### config.mk
export PLATFORM = sky130hd
export DESIGN_NAME = control_barrera
export DESIGN_NICKNAME = d
export VERILOG_FILES = /design/src/rtl/control_barrera.sv
export SDC_FILE = /design/constraint.sdc
export NUM_CORES = 1
export LEC_CHECK = 0
export ABC_CLOCK_PERIOD_IN_PS = 2500
export CAP_MARGIN = 10
export CORE_MARGIN = 1.5
export CORE_UTILIZATION = 50
export CTS_CLUSTER_SIZE = 16
export DETAILED_ROUTE_END_ITERATION = 7
export DONT_BUFFER_PORTS = 1
export GPL_TIMING_DRIVEN = 0
export PLACE_DENSITY = 0.67
export SETUP_SLACK_MARGIN = 0.4
export SLEW_MARGIN = 25
export SYNTH_ARGS = -nofsm -noshare
export SYNTH_HDL_FRONTEND = slang
export SYNTH_SLANG_ARGS = --single-unit
export TNS_END_PERCENT = 50
### constraint.sdc
create_clock -name CLK -period 2.5 [get_ports CLK]
set_input_delay 0.5 -clock CLK [delete_from_list [all_inputs] [get_ports CLK]]
set_output_delay 0.5 -clock CLK [all_outputs]
set_load 0.005 [all_outputs]
### src/rtl/control_barrera.sv
// rtl/control_barrera.sv - single-lane barrier arbiter/controller driving occupancy INC/DEC pulses.
// Optional ABORT_CNT_EN adds ABORTS, a saturating count of TOUT pulses.
module control_barrera #(
  parameter int TIMEOUT    = 12000000,
  parameter int CLOSE_HOLD = 6000000,
  parameter int TMR_W      = 24
) (
  input  logic       CLK,
  input  logic       RST,
  input  logic       REQ_IN,
  input  logic       REQ_OUT,
  input  logic       PASO,
  input  logic       LLENO,
  input  logic       VACIO,
  output logic       GATE,
  output logic       GNT_IN,
  output logic       GNT_OUT,
  output logic       INC,
  output logic       DEC,
  output logic       TOUT,
  output logic [1:0] ESTADO
`ifdef ABORT_CNT_EN
  ,
  output logic [7:0] ABORTS
`endif
);

  typedef enum logic [1:0] {
    S_IDLE  = 2'd0,
    S_OPEN  = 2'd1,
    S_PASS  = 2'd2,
    S_CLOSE = 2'd3
  } state_t;

  localparam logic DIR_IN  = 1'b0;
  localparam logic DIR_OUT = 1'b1;
  localparam logic [TMR_W-1:0] LP_TO_LAST = TMR_W'(TIMEOUT - 1);
  localparam logic [TMR_W-1:0] LP_CH_LAST = TMR_W'(CLOSE_HOLD - 1);

  state_t           r_state, w_state_nxt;
  logic             r_dir, w_dir_nxt;
  logic             r_last_dir, w_last_dir_nxt;
  logic [TMR_W-1:0] r_tmr, w_tmr_nxt;
  logic             r_gate, r_gnt_in, r_gnt_out, r_inc, r_dec, r_tout;
  logic             w_gate_nxt, w_inc_nxt, w_dec_nxt, w_tout_nxt;
  logic             w_in_ok, w_out_ok;

  assign w_in_ok  = REQ_IN && !LLENO;
  assign w_out_ok = REQ_OUT && !VACIO;

  always_comb begin
    w_state_nxt    = r_state;
    w_dir_nxt      = r_dir;
    w_last_dir_nxt = r_last_dir;
    w_tmr_nxt      = r_tmr;
    w_inc_nxt      = 1'b0;
    w_dec_nxt      = 1'b0;
    w_tout_nxt     = 1'b0;
    case (r_state)
      S_IDLE: begin
        // Round-robin on contention: serve the direction not served last time.
        if (w_in_ok && (!w_out_ok || r_last_dir == DIR_OUT)) begin
          w_dir_nxt      = DIR_IN;
          w_last_dir_nxt = DIR_IN;
          w_tmr_nxt      = '0;
          w_state_nxt    = S_OPEN;
        end else if (w_out_ok) begin
          w_dir_nxt      = DIR_OUT;
          w_last_dir_nxt = DIR_OUT;
          w_tmr_nxt      = '0;
          w_state_nxt    = S_OPEN;
        end
      end
      S_OPEN: begin
        if (PASO) begin
          w_tmr_nxt   = '0;
          w_state_nxt = S_PASS;
        end else if (r_tmr == LP_TO_LAST) begin
          w_tout_nxt  = 1'b1;
          w_tmr_nxt   = '0;
          w_state_nxt = S_CLOSE;
        end else begin
          w_tmr_nxt = r_tmr + TMR_W'(1);
        end
      end
      S_PASS: begin
        if (!PASO) begin
          w_inc_nxt   = (r_dir == DIR_IN);
          w_dec_nxt   = (r_dir == DIR_OUT);
          w_tmr_nxt   = '0;
          w_state_nxt = S_CLOSE;
        end
      end
      S_CLOSE: begin
        if (r_tmr == LP_CH_LAST) begin
          w_tmr_nxt   = '0;
          w_state_nxt = S_IDLE;
        end else begin
          w_tmr_nxt = r_tmr + TMR_W'(1);
        end
      end
      default: begin
        w_tmr_nxt   = '0;
        w_state_nxt = S_IDLE;
      end
    endcase
    w_gate_nxt = (w_state_nxt == S_OPEN) || (w_state_nxt == S_PASS);
  end

  // Outputs are decoded from the next state so they line up with r_state.
  always_ff @(posedge CLK or posedge RST) begin
    if (RST) begin
      r_state    <= S_IDLE;
      r_dir      <= DIR_IN;
      r_last_dir <= DIR_OUT;
      r_tmr      <= '0;
      r_gate     <= 1'b0;
      r_gnt_in   <= 1'b0;
      r_gnt_out  <= 1'b0;
      r_inc      <= 1'b0;
      r_dec      <= 1'b0;
      r_tout     <= 1'b0;
    end else begin
      r_state    <= w_state_nxt;
      r_dir      <= w_dir_nxt;
      r_last_dir <= w_last_dir_nxt;
      r_tmr      <= w_tmr_nxt;
      r_gate     <= w_gate_nxt;
      r_gnt_in   <= w_gate_nxt && (w_dir_nxt == DIR_IN);
      r_gnt_out  <= w_gate_nxt && (w_dir_nxt == DIR_OUT);
      r_inc      <= w_inc_nxt;
      r_dec      <= w_dec_nxt;
      r_tout     <= w_tout_nxt;
    end
  end

  assign GATE    = r_gate;
  assign GNT_IN  = r_gnt_in;
  assign GNT_OUT = r_gnt_out;
  assign INC     = r_inc;
  assign DEC     = r_dec;
  assign TOUT    = r_tout;
  assign ESTADO  = r_state;

`ifdef ABORT_CNT_EN
  logic [7:0] r_aborts;

  always_ff @(posedge CLK or posedge RST) begin
    if (RST) begin
      r_aborts <= 8'd0;
    end else if (w_tout_nxt && r_aborts != 8'hFF) begin
      r_aborts <= r_aborts + 8'd1;
    end
  end

  assign ABORTS = r_aborts;
`endif

endmodule

==> results of run 1 <==
-- registers in the layout, summed over array words and instances, names as in the netlist --
| register | flops |
|---|---|
| r_dir | 1 |
| INC | 1 |
| ESTADO | 2 |
| GNT_IN | 1 |
| DEC | 1 |
| TOUT | 1 |
| GNT_OUT | 1 |
| r_last_dir | 1 |
| GATE | 1 |
| r_tmr | 24 |
-- logic make-up after synthesis --
group           count (synthesis)
buf+inv                        19
flops                          34
fa+ha+maj                       2
xor+xnor                       20
simple gates                  103
compound gates                 24
-- cell usage after synthesis, types with 2 or more instances --
cell | instances | area (um2)
o21ai_0 | 4 | 20.02
o21bai_1 | 2 | 15.01
and4_1 | 3 | 26.28
buf_6 | 3 | 33.78
nor2_2 | 10 | 62.56
nor2b_1 | 2 | 12.51
nand2_1 | 13 | 48.80
nor2_1 | 17 | 63.81
and3_1 | 2 | 12.51
dfrtp_1 | 33 | 825.8
xnor2_1 | 20 | 175.2
nor4_1 | 13 | 81.33
a21boi_0 | 2 | 15.01
a21oi_1 | 4 | 20.02
o41ai_1 | 2 | 17.52
nand2b_1 | 3 | 18.77
inv_1 | 7 | 26.28
nor4b_1 | 3 | 26.28
nor4bb_1 | 3 | 30.03
nand3_1 | 7 | 35.03
nand4_1 | 7 | 43.79
nor4_4 | 2 | 42.54
o21a_1 | 2 | 15.01
nand4b_1 | 3 | 26.28
clkbuf_1 | 8 | 30.03
nor3_1 | 7 | 35.03
-- per-stage QoR --
step | power [uW] | area [um2] | instances
after global routing | 1615 | 2241 | 268
after floorplan | 980.2 | 1962 | 202
after global placement | 1048 | 2022 | 250
after detailed placement | 1063 | 2022 | 250
final | 1527 | 2241 | 268
after CTS | 1523 | 2197 | 266
-- per-layer routing --
layer / up-vias / global-route usage, % / wire length [um]
li1: 752 / - / -
met1: 806 / 30.32 / 2051
met2: 60 / 37.25 / 2228
met3: 12 / 6.678 / 272
met4: 0 / 14.32 / 133
met5: - / 0 / 0
-- power by group through the flow --
stage	combinational, uW	sequential (uW)	clock (uW)
3_3_place_gp	339	708	0
4_1_cts	392	702	430
2_1_floorplan	284	696	0
6_report	402	703	422
5_1_grt	451	715	449
3_5_place_dp	351	712	0
-- path summary, 6_finish.rpt --
| path | from | end | slack [ns] | depth (start not counted) |
|---|---|---|---|---|
| setup reg to reg | r_tmr[15]$_DFFE_PP0P_ | r_tmr[12]$_DFFE_PP0P_ | 0.45 | 8 |
| hold reg to reg | r_dir$_DFF_PP0_ | INC$_DFF_PP0_ | 0.48 | 1 |
| setup / recovery | r_tmr[15]$_DFFE_PP0P_ | r_tmr[12]$_DFFE_PP0P_ | 0.45 | 8 |
| min in group CLK | PASO | DEC$_DFF_PP0_ | 0.27 | 1 |
| hold / removal | RST | r_tmr[16]$_DFFE_PP0P_ | 0.20 | 1 |
| max in group asynchronous | RST | r_tmr[19]$_DFFE_PP0P_ | 1.79 | 1 |
-- repair_timing --
item | in CTS | in global routing
pin swaps | 10 | 3
endpoints found under the setup margin | 13 | 24
cloned | 2 | 0
gates resized for setup | 8 | 7
setup buffers | 6 | 2
-- cell type report --
class                   instances  area, um2
plain buffers                  12      70.07
clock buffers                   7      86.33
clock inverters                 1      5.005
fillers                       310       1475
inverters                       7      26.28
multi-input cells             149       1050
flip-flops and latches         34      853.3
well taps                      48      60.06
repair buffers                 10      90.09
==> impl_metrics.toml, run 1 <==
[synth]
ys_seq_area_share_pct = 43.43
syn_area_um2 = 1962
synth_ff_type = "dfrtp_1"
netlist-cell-type-count = 46
synth_compound_area_share_pct = 9.056
syn_nets = 210
ys_warn_count = 0
ys_seq_elements = 34
synthArstFlopShare_pct = 100.0
synthSimpleGateAreaFrac_pct = 32.59
synthAdderAreaFrac_pct = 1.148
synth-xor-area-share_pct = 8.929
synth_top_family_by_area = "simple AND/OR/NAND/NOR gates"
muxShareOfSynthArea_pct = 0
synth-edff-count = 0
postSynthCellCount = 202
synth.avg_cell_area_um2 = 9.712

[die]
row_count = 22
fp.dieArea_um2 = 4309
initial_core_util_pct = 52.79
io_pins = 15
core_area_um2 = 3716
die-height_um = 65.64
die_x_um = 65.64

[grt]
gr-usage-all-layers_pct = 24.24
overflow = 0
grt_max_degree = 35
grt_pass1_vias = 1599
grt_pass1_wl_mm = 7.659
antenna_found_initial = 0

[clocking]
cts_hold_buf = 0
cts_buffers = 5
htreeDepth = 2
clkTransAtPathRegs_ns = 0.07
cts_buffer_depth = 2
tritoncts = "yes"
clkLatencyLatePin_ns = 0.30
root_buffer = "clkbuf_8"
clock-sinks = 34

[layout]
finalNetCount = 227
final_cell_mix = "32 x dfrtp_1, 20 x xnor2_1, 17 x nor2_1"
drive_above_1_share_pct = 21.36
insertedDiodeCount = 0
area_growth_pct = 14.22
layout_commonest_cell = "dfrtp_1"
fin_util_pct = 60.30

[sta]
tightest_slew_ns = 0.7236
finalCritPeriodShare_pct = 81.97
holdWs_ns = 0.2028
finalMaxSlewViolations = 0
fmax_mhz = 488.0
skew_ns = 0.01030
grt_setup_unrepaired = "true"
max_slew_margin_pct = 51.69
tns_ns = 0
setup_slack_ns = 0.4507
setup_viol = 0
post-route-min-period_ns = 2.049
hold_viol = 0

[power_and_ir_drop]
p_leak_uw = 0.0008545
sw_frac_of_total_pct = 33.53
vdd_drop_max_mv = 0.4007
p_seq_share_pct = 46.0
p_comb_share_pct = 26.3
p_per_area_nw_per_um2 = 681.5
p_int_uw = 1015
p_switching_uw = 512.1
clkPwrFrac_pct = 27.6

[critical_path]
cp_common_cell = "buf_6"
worstSetupPathType = "reg -> reg"
critical_path.top_delay_family = "simple AND/OR/NAND/NOR gates"
cpMaxStageDelayCell = "nor4_4"
cp_max_fo = 7
end_kind = "flip-flop"
start_kind = "flip-flop"
max_stage_delay_ns = 0.39
crit_chain = "buf_6, or3b_4, nor4_4, a21oi_4, a211oi_4, buf_4, buf_6, nor2_1"
critPathArrivalTime_ns = 2.23
crit_required_ns = 2.68
path_buf_inv = 3

[placed_design]
dp_hpwl_mm = 2.991
pre_cts_ws_ns = 0.3955
port_buffers = 0
place.gp.congestion = 0.8249

[detailed_routing]
drtIter0Drc = 127
antenna_left = 0
vias = 1630
wl_per_cell_um = 17.49
drc = 0
finalWirelength_mm = 4.686
vias_per_cell = 6.082
drt-pass1-iter-count = 5

[hold_path]
hp-class = "in -> async"

[job]
max-cap-violations = 0

[status]
outcome = "complete, no violations"
Power figures use the tool's default switching activity.
==> inputs of run 2 (changes only) <==
--- a/config.mk
+++ b/config.mk
@@ -5,7 +5,7 @@
 export SDC_FILE = /design/constraint.sdc
 export NUM_CORES = 1
 export LEC_CHECK = 0
-export ABC_CLOCK_PERIOD_IN_PS = 2500
+export ABC_CLOCK_PERIOD_IN_PS = 1900
 export CAP_MARGIN = 10
 export CORE_MARGIN = 1.5
 export CORE_UTILIZATION = 50
==> constraint.sdc (replaced) <==
create_clock -name CLK -period 1.9 [get_ports CLK]
set_input_delay 0.38 -clock CLK [delete_from_list [all_inputs] [get_ports CLK]]
set_output_delay 0.38 -clock CLK [all_outputs]
set_load 0.005 [all_outputs]
==> impl_metrics.toml, run 2 (synthesis gave the netlist of run 1 again) <==
[detailed_routing]
drt-pass1-iter-count = 5
vias = 1653
antenna_left = 0
wl_per_cell_um = 16.37
drc = 0
vias_per_cell = 6.122
drtIter0Drc = 112
finalWirelength_mm = 4.421

[layout]
drive_above_1_share_pct = 22.97
final_cell_mix = "33 x dfrtp_1, 20 x xnor2_1, 17 x nor2_1"
fillCellCount = 327
regMostFlops = "r_tmr"
finalNetCount = 229
multiInputGateArea_um2 = 1049
layout_commonest_cell = "dfrtp_1"
final_cell_area_um2 = 2265
fin_util_pct = 60.94
area_growth_pct = 15.43
largest_reg_flops = 24
seq_area_um2 = 852.1
insertedDiodeCount = 0

[sta]
post-route-min-period_ns = 2.037
grt_setup_unrepaired = "true"
tightest_slew_ns = 0.6979
setup_viol = 24
skew_ns = 0.003082
tns_ns = -2.677
finalCritPeriodShare_pct = 107.2
finalMaxSlewViolations = 0
hold_viol = 0
setup_slack_ns = -0.1374
max_slew_margin_pct = 53.40
fmax_mhz = 490.8

[power_and_ir_drop]
sw_frac_of_total_pct = 31.71
p_comb_share_pct = 25.8
p_int_uw = 1446
clkPwrFrac_pct = 30.5
p_switching_uw = 671.3
vdd_drop_max_mv = 0.6202
p_leak_uw = 0.0008692
p_seq_share_pct = 43.7
p_per_area_nw_per_um2 = 934.7

[clocking]
cts_buffer_depth = 2
tritoncts = "yes"
root_buffer = "clkbuf_8"
htreeDepth = 2
clock-sinks = 34
cts_buffers = 5
clkTransAtPathRegs_ns = 0.07
clkLatencyLatePin_ns = 0.29

[critical_path]
end_kind = "flip-flop"
max_stage_delay_ns = 0.38
critPathArrivalTime_ns = 2.21
worstSetupPathType = "reg -> reg"
cpMaxStageDelayCell = "dfrtp_1"
crit_required_ns = 2.08
r2r-end = "r_tmr[21]$_DFFE_PP0P_"
cp_max_fo = 5
crit_chain = "buf_6, or3b_4, nor4_4, a21oi_4, a211oi_4, buf_4, buf_6, nor2_2"
ff2ff_path_depth = 8
start_kind = "flip-flop"
regToRegStartpoint = "r_tmr[15]$_DFFE_PP0P_"
ff2ff_setup_slack_ns = -0.14
cp_common_cell = "buf_6"

[placed_design]
place_area_um2 = 2022
dp_hpwl_mm = 2.888
place.gp.congestion = 0.8063
port_buffers = 0
pre_cts_ws_ns = -0.2068

[die]
die-height_um = 65.64
row_count = 22
io_pins = 15
core_area_um2 = 3716
fp.dieArea_um2 = 4309
die_x_um = 65.64
initial_core_util_pct = 52.79

[job]
max-cap-violations = 0

[hold_path]
hp-class = "in -> async"

[grt]
gr-usage-all-layers_pct = 22.77
grt_max_degree = 35
antenna_found_initial = 0
grt_pass1_wl_mm = 7.362
grt_pass1_vias = 1564
overflow = 0

[status]
outcome = "finished with violations"
violations = "negative setup slack"
==> run 2: area by class of cell <==
type                            instances  share of cell area, %
Clock inverter                          3                  1.768
Timing Repair Buffer                   12                  4.309
Multi-Input combinational cell        149                  46.30
Clock buffer                            5                  3.039
Inverter                                7                  1.160
Buffer                                 12                  3.149
Tap cell                               48                  2.652
Sequential cell                        34                  37.62
==> run 2: critical path, delay by kind of cell (launching register included) <==
| family | cells | cell delay [ns] |
|---|---|---|
| compound gates | 2 | 0.32 |
| buf+inv | 3 | 0.42 |
| flops | 1 | 0.38 |
| simple gates | 3 | 0.79 |
==> run 2: power groups by stage <==
stage	logic, uW	clock network [uW]	registers (uW)
floorplan	375	0	915
global placement	450	0	930
detailed placement	460	0	937
CTS	524	657	922
global route	598	696	940
finish	546	645	925
==> run 2: per-stage QoR <==
step           instances  total power, uW  hold slack (ns)
5_1_grt              270             2234           0.1357
3_3_place_gp         250             1380           0.4440
2_1_floorplan        202             1290           0.4232
6_report             270             2117          0.07970
4_1_cts              267             2103           0.1110
3_5_place_dp         250             1397           0.4169
==> run 2: how the worst max path moves through the flow <==
stage	start	to	slack, ns	depth (start not counted)
final	r_tmr[15]$_DFFE_PP0P_	r_tmr[21]$_DFFE_PP0P_	-0.14	8
after detailed placement	r_tmr[19]$_DFFE_PP0P_	r_tmr[21]$_DFFE_PP0P_	-0.21	6
after floorplan	r_tmr[15]$_DFFE_PP0P_	r_tmr[23]$_DFFE_PP0P_	-0.000007	7
after CTS	r_tmr[15]$_DFFE_PP0P_	r_tmr[9]$_DFFE_PP0P_	-0.12	8
after global placement	r_tmr[19]$_DFFE_PP0P_	r_tmr[22]$_DFFE_PP0P_	-0.20	6
after global routing	r_tmr[0]$_DFFE_PP0P_	r_tmr[21]$_DFFE_PP0P_	-0.20	8
==> run 2: metal layers <==
metal | vias to the layer above | share of wire, % | GRT usage [%]
met5 | - | 0 | 0
met4 | 0 | 2.4 | 10.68
met3 | 14 | 5.7 | 3.938
met2 | 56 | 49 | 37.12
met1 | 820 | 43 | 29.30
li1 | 763 | - | -
==> run 2: what timing repair did <==
item                                    4_1_cts  5_1_grt
gates resized for setup                       7        9
pin swaps                                    11        2
cloned                                        1        1
endpoints found under the setup margin       30       30
hold buffers                                  0        0
buffers inserted                              8        2
==> inputs of run 3 (changes only) <==
--- a/config.mk
+++ b/config.mk
@@ -5,15 +5,15 @@
 export SDC_FILE = /design/constraint.sdc
 export NUM_CORES = 1
 export LEC_CHECK = 0
-export ABC_CLOCK_PERIOD_IN_PS = 1900
+export ABC_CLOCK_PERIOD_IN_PS = 1780
+export BUFFER_PORTS_ARGS = -buffer_cell sky130_fd_sc_hd__buf_2
 export CAP_MARGIN = 10
 export CORE_MARGIN = 1.5
 export CORE_UTILIZATION = 50
 export CTS_CLUSTER_SIZE = 16
 export DETAILED_ROUTE_END_ITERATION = 7
-export DONT_BUFFER_PORTS = 1
 export GPL_TIMING_DRIVEN = 0
-export PLACE_DENSITY = 0.67
+export PLACE_DENSITY = 0.73
 export SETUP_SLACK_MARGIN = 0.4
 export SLEW_MARGIN = 25
 export SYNTH_ARGS = -nofsm -noshare
==> constraint.sdc (replaced) <==
create_clock -name CLK -period 1.78 [get_ports CLK]
set_input_delay 0.356 -clock CLK [delete_from_list [all_inputs] [get_ports CLK]]
set_output_delay 0.356 -clock CLK [all_outputs]
set_load 0.005 [all_outputs]
==> impl_metrics.toml, run 3 (synthesis gave the netlist of run 1 again) <==
[power_and_ir_drop]
p_int_uw = 1477
clkPwrFrac_pct = 27.0
sw_frac_of_total_pct = 33.54
vdd_drop_max_mv = 0.4833
p_seq_share_pct = 44.1
p_per_area_nw_per_um2 = 968.8
p_switching_uw = 745.1
p_comb_share_pct = 29.0
power_uw = 2222
p_leak_uw = 0.0009060

[grt]
grt_pass1_wl_mm = 7.465
grt_max_degree = 35
grt_pass1_vias = 1545
antenna_found_initial = 0
gr-usage-all-layers_pct = 22.87
overflow = 0

[layout]
layout_commonest_cell = "dfrtp_1"
multiInputGateArea_um2 = 1035
fillCellCount = 307
regMostFlops = "r_tmr"
final_cell_mix = "33 x dfrtp_1, 20 x xnor2_1, 17 x nor2_1"
layout.cells.non_filler = 282
insertedDiodeCount = 0
seq_area_um2 = 852.1
finalNetCount = 241
drive_above_1_share_pct = 24.36
area_growth_pct = 16.90
final_cell_area_um2 = 2293
largest_reg_flops = 24

[detailed_routing]
vias_per_cell = 5.670
wl_per_cell_um = 15.41
drt-pass1-iter-count = 4
antenna_left = 0
finalWirelength_mm = 4.345
drc = 0
drtIter0Drc = 206
vias = 1599

[sta]
setup_slack_ns = -0.3269
holdWs_ns = 0.1812
hold_viol = 0
max_slew_margin_pct = 52.06
finalCritPeriodShare_pct = 118.4
setup_viol = 28
grt_setup_unrepaired = "true"
fmax_mhz = 474.6
skew_ns = 0.009072
tightest_slew_ns = 0.7180
finalMaxSlewViolations = 0
post-route-min-period_ns = 2.107

[critical_path]
cpMaxStageDelayCell = "dfrtp_1"
start_kind = "flip-flop"
ff2ff_path_depth = 9
max_stage_delay_ns = 0.38
worstSetupPathType = "reg -> reg"
critPathArrivalTime_ns = 2.28
crit_required_ns = 1.95
cp_common_cell = "buf_4"
end_kind = "flip-flop"
critical_path.top_delay_family = "simple AND/OR/NAND/NOR gates"
cp_max_fo = 5
crit_cells = 9
path_buf_inv = 4
ff2ff_setup_slack_ns = -0.33
crit_chain = "buf_6, or3b_4, nor4_4, buf_4, a21oi_4, a211oi_4, buf_4, buf_8, nor2_2"

[clocking]
root_buffer = "clkbuf_8"
tritoncts = "yes"
clock-sinks = 34
htreeDepth = 2
clkTransAtPathRegs_ns = 0.07
cts_hold_buf = 0
clkLatencyLatePin_ns = 0.29
cts_buffer_depth = 2
cts_buffers = 5

[placed_design]
pre_cts_ws_ns = -0.3585
dp.cells = 264
place_area_um2 = 2092
dp_hpwl_mm = 2.863
port_buffers = 14
place.gp.congestion = 0.8090

[die]
die_x_um = 65.64
row_count = 22
io_pins = 15
fp.dieArea_um2 = 4309
core_area_um2 = 3716
initial_core_util_pct = 52.79
die-height_um = 65.64

[status]
violations = "negative setup slack"
outcome = "finished with violations"

[hold_path]
hp-class = "in -> async"

[job]
max-cap-violations = 0
run 3: cell types whose count changed in the layout (fill, tap and decap cells not counted), moves of 2 or more:
cell / delta
buf_2: +14
clkbuf_1: +3
nor4_1: +3
nor4_2: -3
buf_4: -2
buf_6: -2
buf_8: +2
clkbuf_2: -2
run 3: worst register-to-register path, cell delays in order, from the launching register on:
cell and delay (ns):
dfrtp_1 0.38, buf_6 0.12, or3b_4 0.38, nor4_4 0.28, buf_4 0.19, a21oi_4 0.07
a211oi_4 0.25, buf_4 0.17, buf_8 0.12, nor2_2 0.04
run 3: timing repair:
| action | 4_1_cts | 5_1_grt |
|---|---|---|
| cloned | 1 | 0 |
| pin swaps | 9 | 3 |
| buffers inserted | 8 | 1 |
| resized for setup | 5 | 6 |
| endpoints found under the setup margin | 30 | 31 |
run 3: power by group through the flow:
stage               Combinational [uW]  Clock [uW]  Sequential (uW)
floorplan                          400           0              977
finish                             644         599              979
CTS                                590         598              977
global placement                   534           0              990
global route                       717         637              996
detailed placement                 535           0              992
run 3: worst paths after layout:
path / start / to
min: RST / r_tmr[11]$_DFFE_PP0P_
min in group CLK: PASO / DEC$_DFF_PP0_
max reg2reg: r_tmr[15]$_DFFE_PP0P_ / r_tmr[7]$_DFFE_PP0P_
max: r_tmr[15]$_DFFE_PP0P_ / r_tmr[7]$_DFFE_PP0P_
max in group asynchronous: RST / r_tmr[2]$_DFFE_PP0P_
min reg2reg: r_dir$_DFF_PP0_ / INC$_DFF_PP0_
run 3: cell type report:
| class | count | area share (%) |
|---|---|---|
| clock buffer | 7 | 3.764 |
| inverter | 7 | 1.146 |
| buffer | 12 | 3.328 |
| tap | 48 | 2.619 |
| sequential | 34 | 37.15 |
| multi-input combinational | 149 | 45.12 |
| clock inverter | 1 | 0.2182 |
| timing repair buffer | 24 | 6.656 |
run 3: per-layer routing:
metal	vias up	part of all wire [%]	global-route usage (%)
met4	0	1.1	6.250
met1	776	49	32.17
met2	28	46	35.35
li1	789	-	-
met5	-	0	0
met3	6	3.7	5.137
run 3: metrics by stage:
step	setup TNS (ns)	util [%]
2_1_floorplan	-2.074	-
3_3_place_gp	-6.983	56.30
3_5_place_dp	-7.353	56.30
4_1_cts	-5.678	60.88
5_1_grt	-9.791	61.72
6_report	-7.337	61.72
